==> src/rtl/multicycle_ctrl_pkg.sv <==
// Shared types and constants for the multicycle sequencer.
package ctrl_pkg;

  // Default bound on cycles a memory request may wait for its ack.
  localparam int unsigned TIMEOUT_DEFAULT = 32'd16;

  // Sequencer states; the encoding is visible on the debug state port.
  typedef enum logic [2:0] {
    ST_FETCH  = 3'd0,
    ST_DECODE = 3'd1,
    ST_EXEC   = 3'd2,
    ST_MEM    = 3'd3,
    ST_WB     = 3'd4,
    ST_HALT   = 3'd5
  } state_e;

  localparam logic [2:0] S_FETCH  = ST_FETCH;
  localparam logic [2:0] S_DECODE = ST_DECODE;
  localparam logic [2:0] S_EXEC   = ST_EXEC;
  localparam logic [2:0] S_MEM    = ST_MEM;
  localparam logic [2:0] S_WB     = ST_WB;
  localparam logic [2:0] S_HALT   = ST_HALT;

  // Instruction class captured in DECODE; at most one of load/store/branch is set.
  typedef struct packed {
    logic load;
    logic store;
    logic branch;
    logic writes_reg;
  } iclass_t;

  // Resolve the decoder flags with load > store > branch > ALU priority.
  function automatic iclass_t decode_class(input logic is_load, input logic is_store,
                                           input logic is_branch, input logic writes_reg);
    iclass_t c;
    c.load       = is_load;
    c.store      = is_store & ~is_load;
    c.branch     = is_branch & ~is_load & ~is_store;
    c.writes_reg = writes_reg;
    return c;
  endfunction

endpackage

==> src/rtl/multicycle_ctrl_if.sv <==
// Handshake, decode-class and strobe bundle between the sequencer and the datapath.
interface multicycle_ctrl_if;
  logic        imem_ack;
  logic        dmem_ack;
  logic        is_halt;
  logic        is_load;
  logic        is_store;
  logic        is_branch;
  logic        writes_reg;
  logic        branch_taken;
  logic        imem_req;
  logic        ir_load;
  logic        dmem_req;
  logic        dmem_we;
  logic        pc_load;
  logic        pc_sel;
  logic        rf_wren;
  logic        halted;
  logic        err;
  logic [31:0] retired;
  logic [2:0]  state;

  // Sequencer side.
  modport master (
    input  imem_ack, dmem_ack, is_halt, is_load, is_store, is_branch,
           writes_reg, branch_taken,
    output imem_req, ir_load, dmem_req, dmem_we, pc_load, pc_sel,
           rf_wren, halted, err, retired, state
  );

  // Datapath / memory side.
  modport slave (
    output imem_ack, dmem_ack, is_halt, is_load, is_store, is_branch,
           writes_reg, branch_taken,
    input  imem_req, ir_load, dmem_req, dmem_we, pc_load, pc_sel,
           rf_wren, halted, err, retired, state
  );
endinterface

==> src/rtl/multicycle_ctrl_wait_timer.sv <==
// Bounded wait counter for memory handshakes. expired fires combinationally in
// the TIMEOUT-th waiting cycle when that cycle also has no ack.
module wait_timer #(
  parameter int unsigned TIMEOUT = 32'd16
) (
  input  logic clk,
  input  logic rstd,
  input  logic clear,
  input  logic tick,
  input  logic ack,
  output logic expired
);

  localparam int unsigned CW = (TIMEOUT > 32'd0) ? $clog2(TIMEOUT + 32'd1) : 32'd1;
  localparam logic [CW-1:0] LAST = (TIMEOUT > 32'd0) ? CW'(TIMEOUT - 32'd1) : '0;
  localparam logic ENABLED = (TIMEOUT != 32'd0);

  logic [CW-1:0] cnt_q;
  logic [CW-1:0] cnt_d;

  // Count waiting cycles; the count saturates at the last allowed cycle.
  always_comb begin
    cnt_d   = cnt_q;
    expired = 1'b0;
    if (clear) begin
      cnt_d = '0;
    end else if (tick && !ack) begin
      if (cnt_q == LAST) begin
        expired = ENABLED;
      end else begin
        cnt_d = cnt_q + CW'(1);
      end
    end else begin
      cnt_d = cnt_q;
    end
  end

  // Counter register with synchronous active-low reset.
  always_ff @(posedge clk) begin
    if (!rstd) begin
      cnt_q <= '0;
    end else begin
      cnt_q <= cnt_d;
    end
  end

endmodule

==> src/rtl/multicycle_ctrl.sv <==
// Multicycle instruction sequencer: FETCH/DECODE/EXEC/MEM/WB/HALT with bounded
// memory waits and a retired-instruction counter. Strobes are decoded from the
// registered state plus current-cycle acks, and are forced to their idle values
// while rstd is low so pending requests drop immediately.
module multicycle_ctrl
  import ctrl_pkg::*;
#(
  parameter int unsigned TIMEOUT = TIMEOUT_DEFAULT
) (
  input logic                clk,
  input logic                rstd,
  multicycle_ctrl_if.master  bus
);

  logic [2:0]  state_q, state_d;
  iclass_t     cls_q, cls_d;
  logic        err_q, err_d;
  logic [31:0] retired_q, retired_d;

  logic imem_req_s, ir_load_s, dmem_req_s, dmem_we_s;
  logic pc_load_s, pc_sel_s, rf_wren_s, halted_s;
  logic in_wait_s, ack_s, expired_s;

  // Waiting states and the ack relevant to the current one.
  assign in_wait_s = (state_q == S_FETCH) || (state_q == S_MEM);
  assign ack_s     = (state_q == S_FETCH) ? bus.imem_ack :
                     (state_q == S_MEM)   ? bus.dmem_ack : 1'b0;

  wait_timer #(.TIMEOUT(TIMEOUT)) u_wait_timer (
    .clk     (clk),
    .rstd    (rstd),
    .clear   (!in_wait_s || ack_s),
    .tick    (in_wait_s),
    .ack     (ack_s),
    .expired (expired_s)
  );

  // Next-state and strobe decode.
  always_comb begin
    state_d    = state_q;
    cls_d      = cls_q;
    err_d      = err_q;
    imem_req_s = 1'b0;
    ir_load_s  = 1'b0;
    dmem_req_s = 1'b0;
    dmem_we_s  = 1'b0;
    pc_load_s  = 1'b0;
    pc_sel_s   = 1'b0;
    rf_wren_s  = 1'b1;
    halted_s   = 1'b0;
    if (rstd) begin
      case (state_q)
        S_FETCH: begin
          imem_req_s = 1'b1;
          if (bus.imem_ack) begin
            ir_load_s = 1'b1;
            state_d   = S_DECODE;
          end else if (expired_s) begin
            err_d   = 1'b1;
            state_d = S_HALT;
          end else begin
            state_d = S_FETCH;
          end
        end
        S_DECODE: begin
          cls_d = decode_class(bus.is_load, bus.is_store, bus.is_branch, bus.writes_reg);
          if (bus.is_halt) begin
            state_d = S_HALT;
          end else begin
            state_d = S_EXEC;
          end
        end
        S_EXEC: begin
          if (cls_q.load || cls_q.store) begin
            state_d = S_MEM;
          end else if (cls_q.branch) begin
            pc_load_s = 1'b1;
            pc_sel_s  = bus.branch_taken;
            state_d   = S_FETCH;
          end else if (cls_q.writes_reg) begin
            state_d = S_WB;
          end else begin
            pc_load_s = 1'b1;
            state_d   = S_FETCH;
          end
        end
        S_MEM: begin
          dmem_req_s = 1'b1;
          dmem_we_s  = cls_q.store;
          if (bus.dmem_ack) begin
            if (cls_q.load) begin
              state_d = S_WB;
            end else begin
              pc_load_s = 1'b1;
              state_d   = S_FETCH;
            end
          end else if (expired_s) begin
            err_d   = 1'b1;
            state_d = S_HALT;
          end else begin
            state_d = S_MEM;
          end
        end
        S_WB: begin
          rf_wren_s = 1'b0;
          pc_load_s = 1'b1;
          state_d   = S_FETCH;
        end
        S_HALT: begin
          halted_s = 1'b1;
          state_d  = S_HALT;
        end
        default: begin
          err_d   = 1'b1;
          state_d = S_HALT;
        end
      endcase
    end else begin
      state_d = S_FETCH;
    end
  end

  // One retirement per PC update; wraps naturally at 2^32.
  always_comb begin
    retired_d = retired_q + {31'd0, pc_load_s};
  end

  // State, class, error and retirement registers.
  always_ff @(posedge clk) begin
    if (!rstd) begin
      state_q   <= S_FETCH;
      cls_q     <= '0;
      err_q     <= 1'b0;
      retired_q <= 32'd0;
    end else begin
      state_q   <= state_d;
      cls_q     <= cls_d;
      err_q     <= err_d;
      retired_q <= retired_d;
    end
  end

  assign bus.imem_req = imem_req_s;
  assign bus.ir_load  = ir_load_s;
  assign bus.dmem_req = dmem_req_s;
  assign bus.dmem_we  = dmem_we_s;
  assign bus.pc_load  = pc_load_s;
  assign bus.pc_sel   = pc_sel_s;
  assign bus.rf_wren  = rf_wren_s;
  assign bus.halted   = halted_s;
  assign bus.err      = err_q;
  assign bus.retired  = retired_q;
  assign bus.state    = state_q;

endmodule

==> src/flat_wrapper.sv <==
// flat-port wrapper written by rule: the top's interface ports become plain ports
module multicycle_ctrl_flat import ctrl_pkg::*;
#(
  parameter int unsigned TIMEOUT = TIMEOUT_DEFAULT
)
  (clk, rstd, bus_imem_ack, bus_dmem_ack, bus_is_halt, bus_is_load, bus_is_store, bus_is_branch, bus_writes_reg, bus_branch_taken, bus_imem_req, bus_ir_load, bus_dmem_req, bus_dmem_we, bus_pc_load, bus_pc_sel, bus_rf_wren, bus_halted, bus_err, bus_retired, bus_state);
  multicycle_ctrl_if bus_i ();
  input logic clk;
  input logic rstd;
  input wire logic [$bits(bus_i.imem_ack)-1:0] bus_imem_ack;
  input wire logic [$bits(bus_i.dmem_ack)-1:0] bus_dmem_ack;
  input wire logic [$bits(bus_i.is_halt)-1:0] bus_is_halt;
  input wire logic [$bits(bus_i.is_load)-1:0] bus_is_load;
  input wire logic [$bits(bus_i.is_store)-1:0] bus_is_store;
  input wire logic [$bits(bus_i.is_branch)-1:0] bus_is_branch;
  input wire logic [$bits(bus_i.writes_reg)-1:0] bus_writes_reg;
  input wire logic [$bits(bus_i.branch_taken)-1:0] bus_branch_taken;
  output wire logic [$bits(bus_i.imem_req)-1:0] bus_imem_req;
  output wire logic [$bits(bus_i.ir_load)-1:0] bus_ir_load;
  output wire logic [$bits(bus_i.dmem_req)-1:0] bus_dmem_req;
  output wire logic [$bits(bus_i.dmem_we)-1:0] bus_dmem_we;
  output wire logic [$bits(bus_i.pc_load)-1:0] bus_pc_load;
  output wire logic [$bits(bus_i.pc_sel)-1:0] bus_pc_sel;
  output wire logic [$bits(bus_i.rf_wren)-1:0] bus_rf_wren;
  output wire logic [$bits(bus_i.halted)-1:0] bus_halted;
  output wire logic [$bits(bus_i.err)-1:0] bus_err;
  output wire logic [$bits(bus_i.retired)-1:0] bus_retired;
  output wire logic [$bits(bus_i.state)-1:0] bus_state;
  assign bus_i.imem_ack = bus_imem_ack;
  assign bus_i.dmem_ack = bus_dmem_ack;
  assign bus_i.is_halt = bus_is_halt;
  assign bus_i.is_load = bus_is_load;
  assign bus_i.is_store = bus_is_store;
  assign bus_i.is_branch = bus_is_branch;
  assign bus_i.writes_reg = bus_writes_reg;
  assign bus_i.branch_taken = bus_branch_taken;
  assign bus_imem_req = bus_i.imem_req;
  assign bus_ir_load = bus_i.ir_load;
  assign bus_dmem_req = bus_i.dmem_req;
  assign bus_dmem_we = bus_i.dmem_we;
  assign bus_pc_load = bus_i.pc_load;
  assign bus_pc_sel = bus_i.pc_sel;
  assign bus_rf_wren = bus_i.rf_wren;
  assign bus_halted = bus_i.halted;
  assign bus_err = bus_i.err;
  assign bus_retired = bus_i.retired;
  assign bus_state = bus_i.state;
  multicycle_ctrl #(.TIMEOUT(TIMEOUT)) u_core (.clk(clk), .rstd(rstd), .bus(bus_i));
endmodule
==> config.mk <==
export PLATFORM = sky130hd
export DESIGN_NAME = multicycle_ctrl_flat
export DESIGN_NICKNAME = d
export VERILOG_FILES = /design/src/rtl/multicycle_ctrl_pkg.sv /design/src/rtl/multicycle_ctrl_if.sv /design/src/rtl/multicycle_ctrl_wait_timer.sv /design/src/rtl/multicycle_ctrl.sv /design/src/flat_wrapper.sv
export SDC_FILE = /design/constraint.sdc
export NUM_CORES = 1
export LEC_CHECK = 0
export CORE_MARGIN = 2
export CORE_UTILIZATION = 23
export DETAILED_ROUTE_END_ITERATION = 8
export GPL_TIMING_DRIVEN = 0
export PLACE_DENSITY = 0.41
export SLEW_MARGIN = 20
export SYNTH_ARGS = -nofsm -noshare
export SYNTH_HDL_FRONTEND = slang
export SYNTH_SLANG_ARGS = --single-unit
==> constraint.sdc <==
create_clock -name clk -period 2.6 [get_ports clk]
set_input_delay 0.26 -clock clk [delete_from_list [all_inputs] [get_ports clk]]
set_output_delay 0.26 -clock clk [all_outputs]
set_load 0.01 [all_outputs]
# ---- After elaboration in Yosys (flattened, before gate mapping)
# Cells that the tools add are included.
# Widths: inputs -> output; s select.
dict set report totals {
  mem_bits_rw 0
  output_inout_bits 44
  n_memories 0
  elab_cells 80
  latchBits 0
  input_bits 10
  rom_bits 0
  reg_bits 45
}
dict set report op_classes {
  multipliers 0
  n_bitwise 8
  n_eq_ne 8
  shift 0
  reduce_logical 11
  div 0
  add_sub_neg 2
  n_mux 43
  magnitude_cmp 0
}
# operator n
set op_table {}
lappend op_table {{$add 32x1->32} 1}
lappend op_table {{$mux 1} 31}
lappend op_table {{$mux 3} 9}
lappend op_table {{$pmux 3 s5} 1}
lappend op_table {{$eq 3x2->1 const B} 2}
lappend op_table {{$eq 3x3->1 const B} 2}
lappend op_table {{$pmux 1 s3} 2}
lappend op_table {{$add 5x1->5 const B} 1}
lappend op_table {{$eq 5x4->1 const B} 1}
lappend op_table {{$not 1->1} 5}
lappend op_table {{$ne 2x2->1 const B} 2}
lappend op_table {{$reduce_or 4->1} 1}
lappend op_table {{$and 1x1->1} 3}
lappend op_table {{$eq 3x1->1 const B} 1}
lappend op_table {{$logic_not 3->1} 1}
lappend op_table {{$logic_or 1x1->1} 3}
lappend op_table {{$reduce_and 3->1} 1}
lappend op_table {{$logic_not 1->1} 2}
lappend op_table {{$reduce_and 2->1} 1}
lappend op_table {{$reduce_or 2->1} 1}
lappend op_table {{$logic_and 1x1->1} 1}

# ---- Depth between registers and ports, before layout
dict set report depth {
  depth_word 10
  depth_mapped 11
  mapped_depth_nobuf 10
}

# ---- Modules after synthesis
# From an unflattened synthesis, not the netlist that was laid out.
dict set report unflattened {
  hier_cells 260
  hier_area_um2 2255.9
}
# mod cells_per_inst area_each_um2 seq_area_each_um2 instances
set modules_own_cells {}
lappend modules_own_cells {multicycle_ctrl 234 1991.9 800.8 1}
lappend modules_own_cells {wait_timer 26 264.0 100.1 1}

# ---- Worst setup path after synthesis
# Ideal clock, no wire load.
dict set report synth_path {
  path_type {reg-to-reg}
  from {reg u_core.state_q[0], in the netlist u_core.bus.state[0]}
  to {reg u_core.retired_q[30], in the netlist u_core.bus.retired[30]}
  n_path_buf 1
  arrival_time_ns 2.447
  required_ns 2.529
  slack_ns 0.083
  setup_ns 0.071
  path_stages_with_launch 11
  period_less_slack_ns 2.517
  path_cell_list {dfxtp_1 clkbuf_1 nand2_1 o31ai_1 a22oi_1 nor2_1 ha_1 ha_1 nand4_1 or4_1 a21oi_1}
}
dict set report synth_via {
  elab_chain_len 4
  elab_cells_between_ends 6
  classes_between {add/sub: 1; eq/ne: 3; mux: 2}
}
# element line_no
set synth_lines {}
lappend synth_lines {{start: declaration} multicycle_ctrl.sv:15} ;# logic [2:0] state_q, state_d;
lappend synth_lines {{start signal: assignment} multicycle_ctrl.sv:136} ;# state_q <= state_d;
lappend synth_lines {{$eq 3x3->1 or $eq 3x2->1 (tied branches)} multicycle_ctrl.sv:52} ;# case (state_q)
lappend synth_lines {{$pmux 1 s3 (*)} multicycle_ctrl.sv:52}
lappend synth_lines {{$mux 1 (*)} multicycle_ctrl.sv:51} ;# if (rstd) begin
lappend synth_lines {{via bus_pc_load} flat_wrapper.sv:22} ;# output wire logic [$bits(bus_i.pc_load)-1:0] bus_pc_load;
lappend synth_lines {{$add 32x1->32 (*)} multicycle_ctrl.sv:125} ;# retired_d = retired_q + {31'd0, pc_load_s};
lappend synth_lines {{end signal: assignment} multicycle_ctrl.sv:139} ;# retired_q <= retired_d;
lappend synth_lines {{end: declaration} multicycle_ctrl.sv:18} ;# logic [31:0] retired_q, retired_d;
# The timed path passes the listed nets; every way through them passes the cells marked *.
# A chain may end at the register's enable or synchronous reset.

# ---- Final worst setup path
dict set report layout_path {
  from {reg u_core.state_q[0], in the netlist u_core.bus.state[0]}
  to {reg u_core.retired_q[25], in the netlist u_core.bus.retired[25]}
}
dict set report layout_via {
  elab_chain_len 4
  elab_cells_between_ends 6
  classes_between {add/sub: 1; eq/ne: 3; mux: 2}
}
# element line_no
set layout_lines {}
lappend layout_lines {{$eq 3x3->1 or $eq 3x2->1 (tied branches)} multicycle_ctrl.sv:52}
lappend layout_lines {{$pmux 1 s3 (*)} multicycle_ctrl.sv:52}
lappend layout_lines {{$mux 1 (*)} multicycle_ctrl.sv:51}
lappend layout_lines {{$add 32x1->32 (*)} multicycle_ctrl.sv:125}
# Every way passes the cells marked *; elsewhere a longest branch is shown, timed or not.

==> impl_results.html <==
<table>
<tr><th>Metric</th><th>Value</th></tr>
<tr><th colspan="2">Detailed routing</th></tr>
<tr><td>Drt via density</td><td>4.64</td></tr>
<tr><td>First-pass detailed-route iteration total</td><td>6</td></tr>
<tr><td>Detailed-route via count</td><td>2191</td></tr>
<tr><td>DRC violation total after the first TritonRoute iteration</td><td>74</td></tr>
<tr><td>Wire length per cell</td><td>14.0 um</td></tr>
<tr><td>Total DRC errors in the routed layout</td><td>0</td></tr>
<tr><td>Antenna-violating nets left</td><td>0</td></tr>
<tr><td>Wire length reported by the detailed router</td><td>6630 um</td></tr>
<tr><th colspan="2">Worst setup path</th></tr>
<tr><td>CP Capture Type</td><td>flop</td></tr>
<tr><td>Category of the critical setup timing path</td><td>flop to flop</td></tr>
<tr><td>Capture instance of the worst register-to-register path</td><td>u_core.bus.retired[25]</td></tr>
<tr><td>Startpoint Class</td><td>flop</td></tr>
<tr><td>CP required</td><td>2.83 ns</td></tr>
<tr><td>Data arrival time at the worst-slack endpoint</td><td>2.64 ns</td></tr>
<tr><td>Maximum fanout along the worst path</td><td>10</td></tr>
<tr><td>R2r setup slk</td><td>0.19 ns</td></tr>
<tr><td>Start of the worst register-to-register path</td><td>u_core.bus.state[0]</td></tr>
<tr><td>Critical Path Start</td><td>u_core.bus.state[0]</td></tr>
<tr><td>Reg2Reg Depth</td><td>10</td></tr>
<tr><th colspan="2">STA</th></tr>
<tr><td>Total count of max-transition violations in the final report</td><td>0</td></tr>
<tr><td>Slew @ Worst Pin</td><td>0.828 ns</td></tr>
<tr><td>Part of the cycle the worst path needs</td><td>0.926</td></tr>
<tr><td>Post-layout minimum cycle time</td><td>2.41 ns</td></tr>
<tr><td>Slew HR</td><td>0.447</td></tr>
<tr><td>Number of hold violations in the final report</td><td>0</td></tr>
<tr><td>Post-route worst hold slack</td><td>0.368 ns</td></tr>
<tr><td>Final number of setup-violating endpoints</td><td>0</td></tr>
<tr><td>Worst clock skew on the final layout</td><td>0.0165 ns</td></tr>
<tr><td>Upper clock frequency limit</td><td>0.416 GHz</td></tr>
<tr><td>Unrepaired setup endpoints after global routing</td><td>no</td></tr>
<tr><th colspan="2">Worst hold path</th></tr>
<tr><td>Hold Path Sink</td><td>u_core.bus.retired[15]</td></tr>
<tr><td>Hold Path Stages</td><td>3</td></tr>
<tr><td>Startpoint of the worst hold path</td><td>rstd</td></tr>
<tr><td>Hold WC Path Type</td><td>input port to flop</td></tr>
<tr><th colspan="2">CTS</th></tr>
<tr><td>Largest buffer count on any clock path</td><td>2</td></tr>
<tr><td>Count of clock tree sinks</td><td>45</td></tr>
<tr><td>Buffer type at the clock tree root</td><td>sky130_fd_sc_hd__clkbuf_8</td></tr>
<tr><td>Number of clock buffers inserted by TritonCTS</td><td>5</td></tr>
<tr><td>Clock slew seen by the registers of the worst setup and hold paths</td><td>0.09 ns</td></tr>
<tr><td>Post-CTS Hold Fix Bufs</td><td>0</td></tr>
<tr><td>H-tree depth reported by CTS</td><td>2</td></tr>
<tr><td>CTS tree</td><td>built</td></tr>
<tr><td>Clock latency on the worst-skew pair</td><td>0.30 ns</td></tr>
<tr><th colspan="2">Synthesis</th></tr>
<tr><td>Mean area per synthesized cell</td><td>8.30 sq um</td></tr>
<tr><td>YS warnings</td><td>0</td></tr>
<tr><td>Gate count after technology mapping</td><td>274</td></tr>
<tr><td>Synth unique cells</td><td>38</td></tr>
<tr><td>Synthesized Nets</td><td>289</td></tr>
<tr><td>Cell types with the highest counts after synthesis</td><td>sky130_fd_sc_hd__dfxtp_1 (45), sky130_fd_sc_hd__nor2_1 (33), sky130_fd_sc_hd__a21oi_1 (19), sky130_fd_sc_hd__nand2_1 (17), sky130_fd_sc_hd__nand3_1 (17)</td></tr>
<tr><td>Count leader, synth</td><td>sky130_fd_sc_hd__dfxtp_1</td></tr>
<tr><td>Post-synthesis register bit count</td><td>45</td></tr>
<tr><td>Share of the yosys chip area belonging to registers</td><td>0.396</td></tr>
<tr><td>Main synth FF type</td><td>sky130_fd_sc_hd__dfxtp_1</td></tr>
<tr><td>Most area-consuming cells after synthesis</td><td>sky130_fd_sc_hd__dfxtp_1 (40%), sky130_fd_sc_hd__nor2_1 (5.4%), sky130_fd_sc_hd__a21oi_1 (4.2%)</td></tr>
<tr><td>Area share of the leading cell type in the synthesized netlist</td><td>0.396</td></tr>
<tr><td>Post-synth top area cell</td><td>sky130_fd_sc_hd__dfxtp_1</td></tr>
<tr><td>Share of synthesized registers carrying an async set or reset</td><td>0</td></tr>
<tr><td>Post-synthesis cell area</td><td>2270 sq um</td></tr>
<tr><td>EDFF count, synth</td><td>0</td></tr>
<tr><th colspan="2">Cells and area</th></tr>
<tr><td>Layout Cells excl Fill</td><td>472</td></tr>
<tr><td>Fraction of layout instances using a drive strength above 1</td><td>0.0885</td></tr>
<tr><td>Area growth, synth to finish</td><td>38.4%</td></tr>
<tr><td>Total number of nets in the final design</td><td>353</td></tr>
<tr><td>Total non-filler cell area in the finished layout</td><td>3150 sq um</td></tr>
<tr><td>Antenna diode instance count</td><td>0</td></tr>
<tr><th colspan="2">Power and ir drop</th></tr>
<tr><td>Power per Cell Area</td><td>409 nW/um^2</td></tr>
<tr><td>VDD IR-drop max</td><td>0.156 mV</td></tr>
<tr><td>Leak pwr</td><td>1.02 nW</td></tr>
<tr><th colspan="2">Floorplanning</th></tr>
<tr><td>Die Span Y</td><td>103 um</td></tr>
<tr><td>I/O pins</td><td>54</td></tr>
<tr><td>Initial core utilization</td><td>0.235</td></tr>
<tr><td>DIE AREA</td><td>10700 sq um</td></tr>
<tr><td>Die boundary width</td><td>103 um</td></tr>
<tr><td>Number of cell rows</td><td>36</td></tr>
<tr><td>Core box area</td><td>9680 sq um</td></tr>
<tr><th colspan="2">Placement</th></tr>
<tr><td>Cells after DPL</td><td>459</td></tr>
<tr><td>Port buffer count</td><td>52</td></tr>
<tr><td>HPWL after detailed placement</td><td>4790 um</td></tr>
<tr><td>Cell area after placement</td><td>2960 sq um</td></tr>
<tr><td>Final weighted congestion in routability-driven placement</td><td>0.784</td></tr>
<tr><th colspan="2">Outcome</th></tr>
<tr><td>Status</td><td>completed</td></tr>
<tr><th colspan="2">GRT</th></tr>
<tr><td>Wire length of the first global-routing pass</td><td>10700 um</td></tr>
<tr><td>Remaining global-route overflow</td><td>0</td></tr>
<tr><td>Largest net degree at the start of global routing</td><td>14</td></tr>
<tr><td>Initial antenna violation count</td><td>0</td></tr>
<tr><td>Number of global-route vias before repair</td><td>2087</td></tr>
<tr><td>Global Route Usage Sum</td><td>0.128</td></tr>
<tr><th colspan="2">Job</th></tr>
<tr><td>Number of max-cap violations</td><td>0</td></tr>
</table>
[metal layers]
metal  share of wire  wire length, um  vias to the layer above  global-route usage
met4           0.013               87                        0              0.0395
met3           0.041              273                        6              0.0289
met5               0                0                        -                   0
met1            0.50             3310                     1030               0.179
met2            0.45             2960                       36               0.197
li1                -                -                     1119                   -
[cells in the final DEF, fill, tap and decap left out, types with 2 or more instances in the layout]
master                            netlist  routed
sky130_fd_sc_hd__nand4_1                6       6
sky130_fd_sc_hd__clkbuf_1              13      11
sky130_fd_sc_hd__buf_4                  0       7
sky130_fd_sc_hd__dfxtp_1               45      43
sky130_fd_sc_hd__nor2b_1                2       2
sky130_fd_sc_hd__nand3_1               17      16
sky130_fd_sc_hd__nand2_1               17      17
sky130_fd_sc_hd__a21oi_1               19      18
sky130_fd_sc_hd__xor2_1                 7       7
sky130_fd_sc_hd__clkbuf_8               0       5
sky130_fd_sc_hd__and3_1                 4       4
sky130_fd_sc_hd__and4_1                 4       4
sky130_fd_sc_hd__nor2_1                33      31
sky130_fd_sc_hd__dfxtp_2                0       2
sky130_fd_sc_hd__nand2b_1              10      10
sky130_fd_sc_hd__ha_1                   5       3
sky130_fd_sc_hd__ha_4                   0       2
sky130_fd_sc_hd__and2_1                 5       4
sky130_fd_sc_hd__o41ai_1                2       2
sky130_fd_sc_hd__nor4_1                 6       6
sky130_fd_sc_hd__o31ai_1                9       8
sky130_fd_sc_hd__or4_1                  9       9
sky130_fd_sc_hd__or3_1                  4       4
sky130_fd_sc_hd__o311ai_0               2       2
sky130_fd_sc_hd__inv_1                  8       8
sky130_fd_sc_hd__o21ai_0               11      11
sky130_fd_sc_hd__nor2_2                 0       2
sky130_fd_sc_hd__mux2i_1                7       7
sky130_fd_sc_hd__xnor2_1                8       8
sky130_fd_sc_hd__nor3_1                 8       8
sky130_fd_sc_hd__clkdlybuf4s50_1        0      52
[critical path, cell delays in order, from the launching register on]
cell and delay (ns):
sky130_fd_sc_hd__dfxtp_2 0.36, sky130_fd_sc_hd__buf_4 0.18, sky130_fd_sc_hd__o31ai_2 0.25, sky130_fd_sc_hd__a22oi_2 0.09, sky130_fd_sc_hd__nor2_2 0.17, sky130_fd_sc_hd__ha_4 0.20, sky130_fd_sc_hd__and2_4 0.18, sky130_fd_sc_hd__nand4_1 0.15
sky130_fd_sc_hd__buf_4 0.20, sky130_fd_sc_hd__or4_1 0.41, sky130_fd_sc_hd__a21oi_2 0.14
[area by class of cell]
type	count	area, sq um
Inverter	8	30.0
Buffer	13	65.1
Multi-Input combinational cell	207	1340
Fill cell	1040	6540
Sequential cell	45	903
Clock buffer	7	76.3
Clock inverter	1	7.51
Tap cell	133	166
Timing Repair Buffer	58	566
[stage by stage]
stage	worst slack (ns)	utilization	total power, W	TNS [ns]
after floorplan	0.0829	-	0.000798	0
after global placement	-0.549	0.306	0.000859	-7.56
after detailed placement	-0.598	0.306	0.000859	-7.66
after CTS	0.0412	0.321	0.00131	0
after global routing	0.0273	0.325	0.00135	0
final	0.193	0.325	0.00129	0
[state kept, by name, summed over array words and instances, names as in the netlist]
name and cells:
u_core.cls_q 4, u_core.u_wait_timer.cnt_q 5, u_core.bus.retired 32, u_core.bus.state 3, u_core.bus.err 1
[timing repair]
action / 4_1_cts / 5_1_grt
endpoints found under the setup margin: 18 / 14
pin swaps: 1 / 2
setup buffers: 6 / 0
endpoints found under the hold margin: 0 / 0
gates resized for setup: 10 / 11
[worst max-delay path by stage]
| stage | end | slack, ns | cells after the start |
|---|---|---|---|
| detailed placement | u_core.bus.retired[24] | -0.60 | 9 |
| finish | u_core.bus.retired[25] | 0.19 | 10 |
| global placement | u_core.bus.retired[22] | -0.55 | 9 |
| CTS | u_core.bus.retired[24] | 0.04 | 11 |
| global route | u_core.bus.retired[25] | 0.03 | 10 |
| floorplan | u_core.bus.retired[30] | 0.08 | 10 |
[where the power goes]
part	switching, W	internal (W)
Clock	0.000244	0.000191
Sequential	0.0000163	0.000700
Combinational	0.0000710	0.0000646
Total	0.000331	0.000956
[cells by family after synthesis]
family / Yosys count / synth area share
flip-flops: 45 / 0.396
AND/OR/NAND/NOR: 132 / 0.319
XOR/XNOR: 15 / 0.0578
multiplexers: 7 / 0.0308
buffers and inverters: 22 / 0.0396
AO/OA/AOI/OAI: 48 / 0.129
adder cells (fa/ha/maj): 5 / 0.0275
Power figures use the tool's default switching activity.
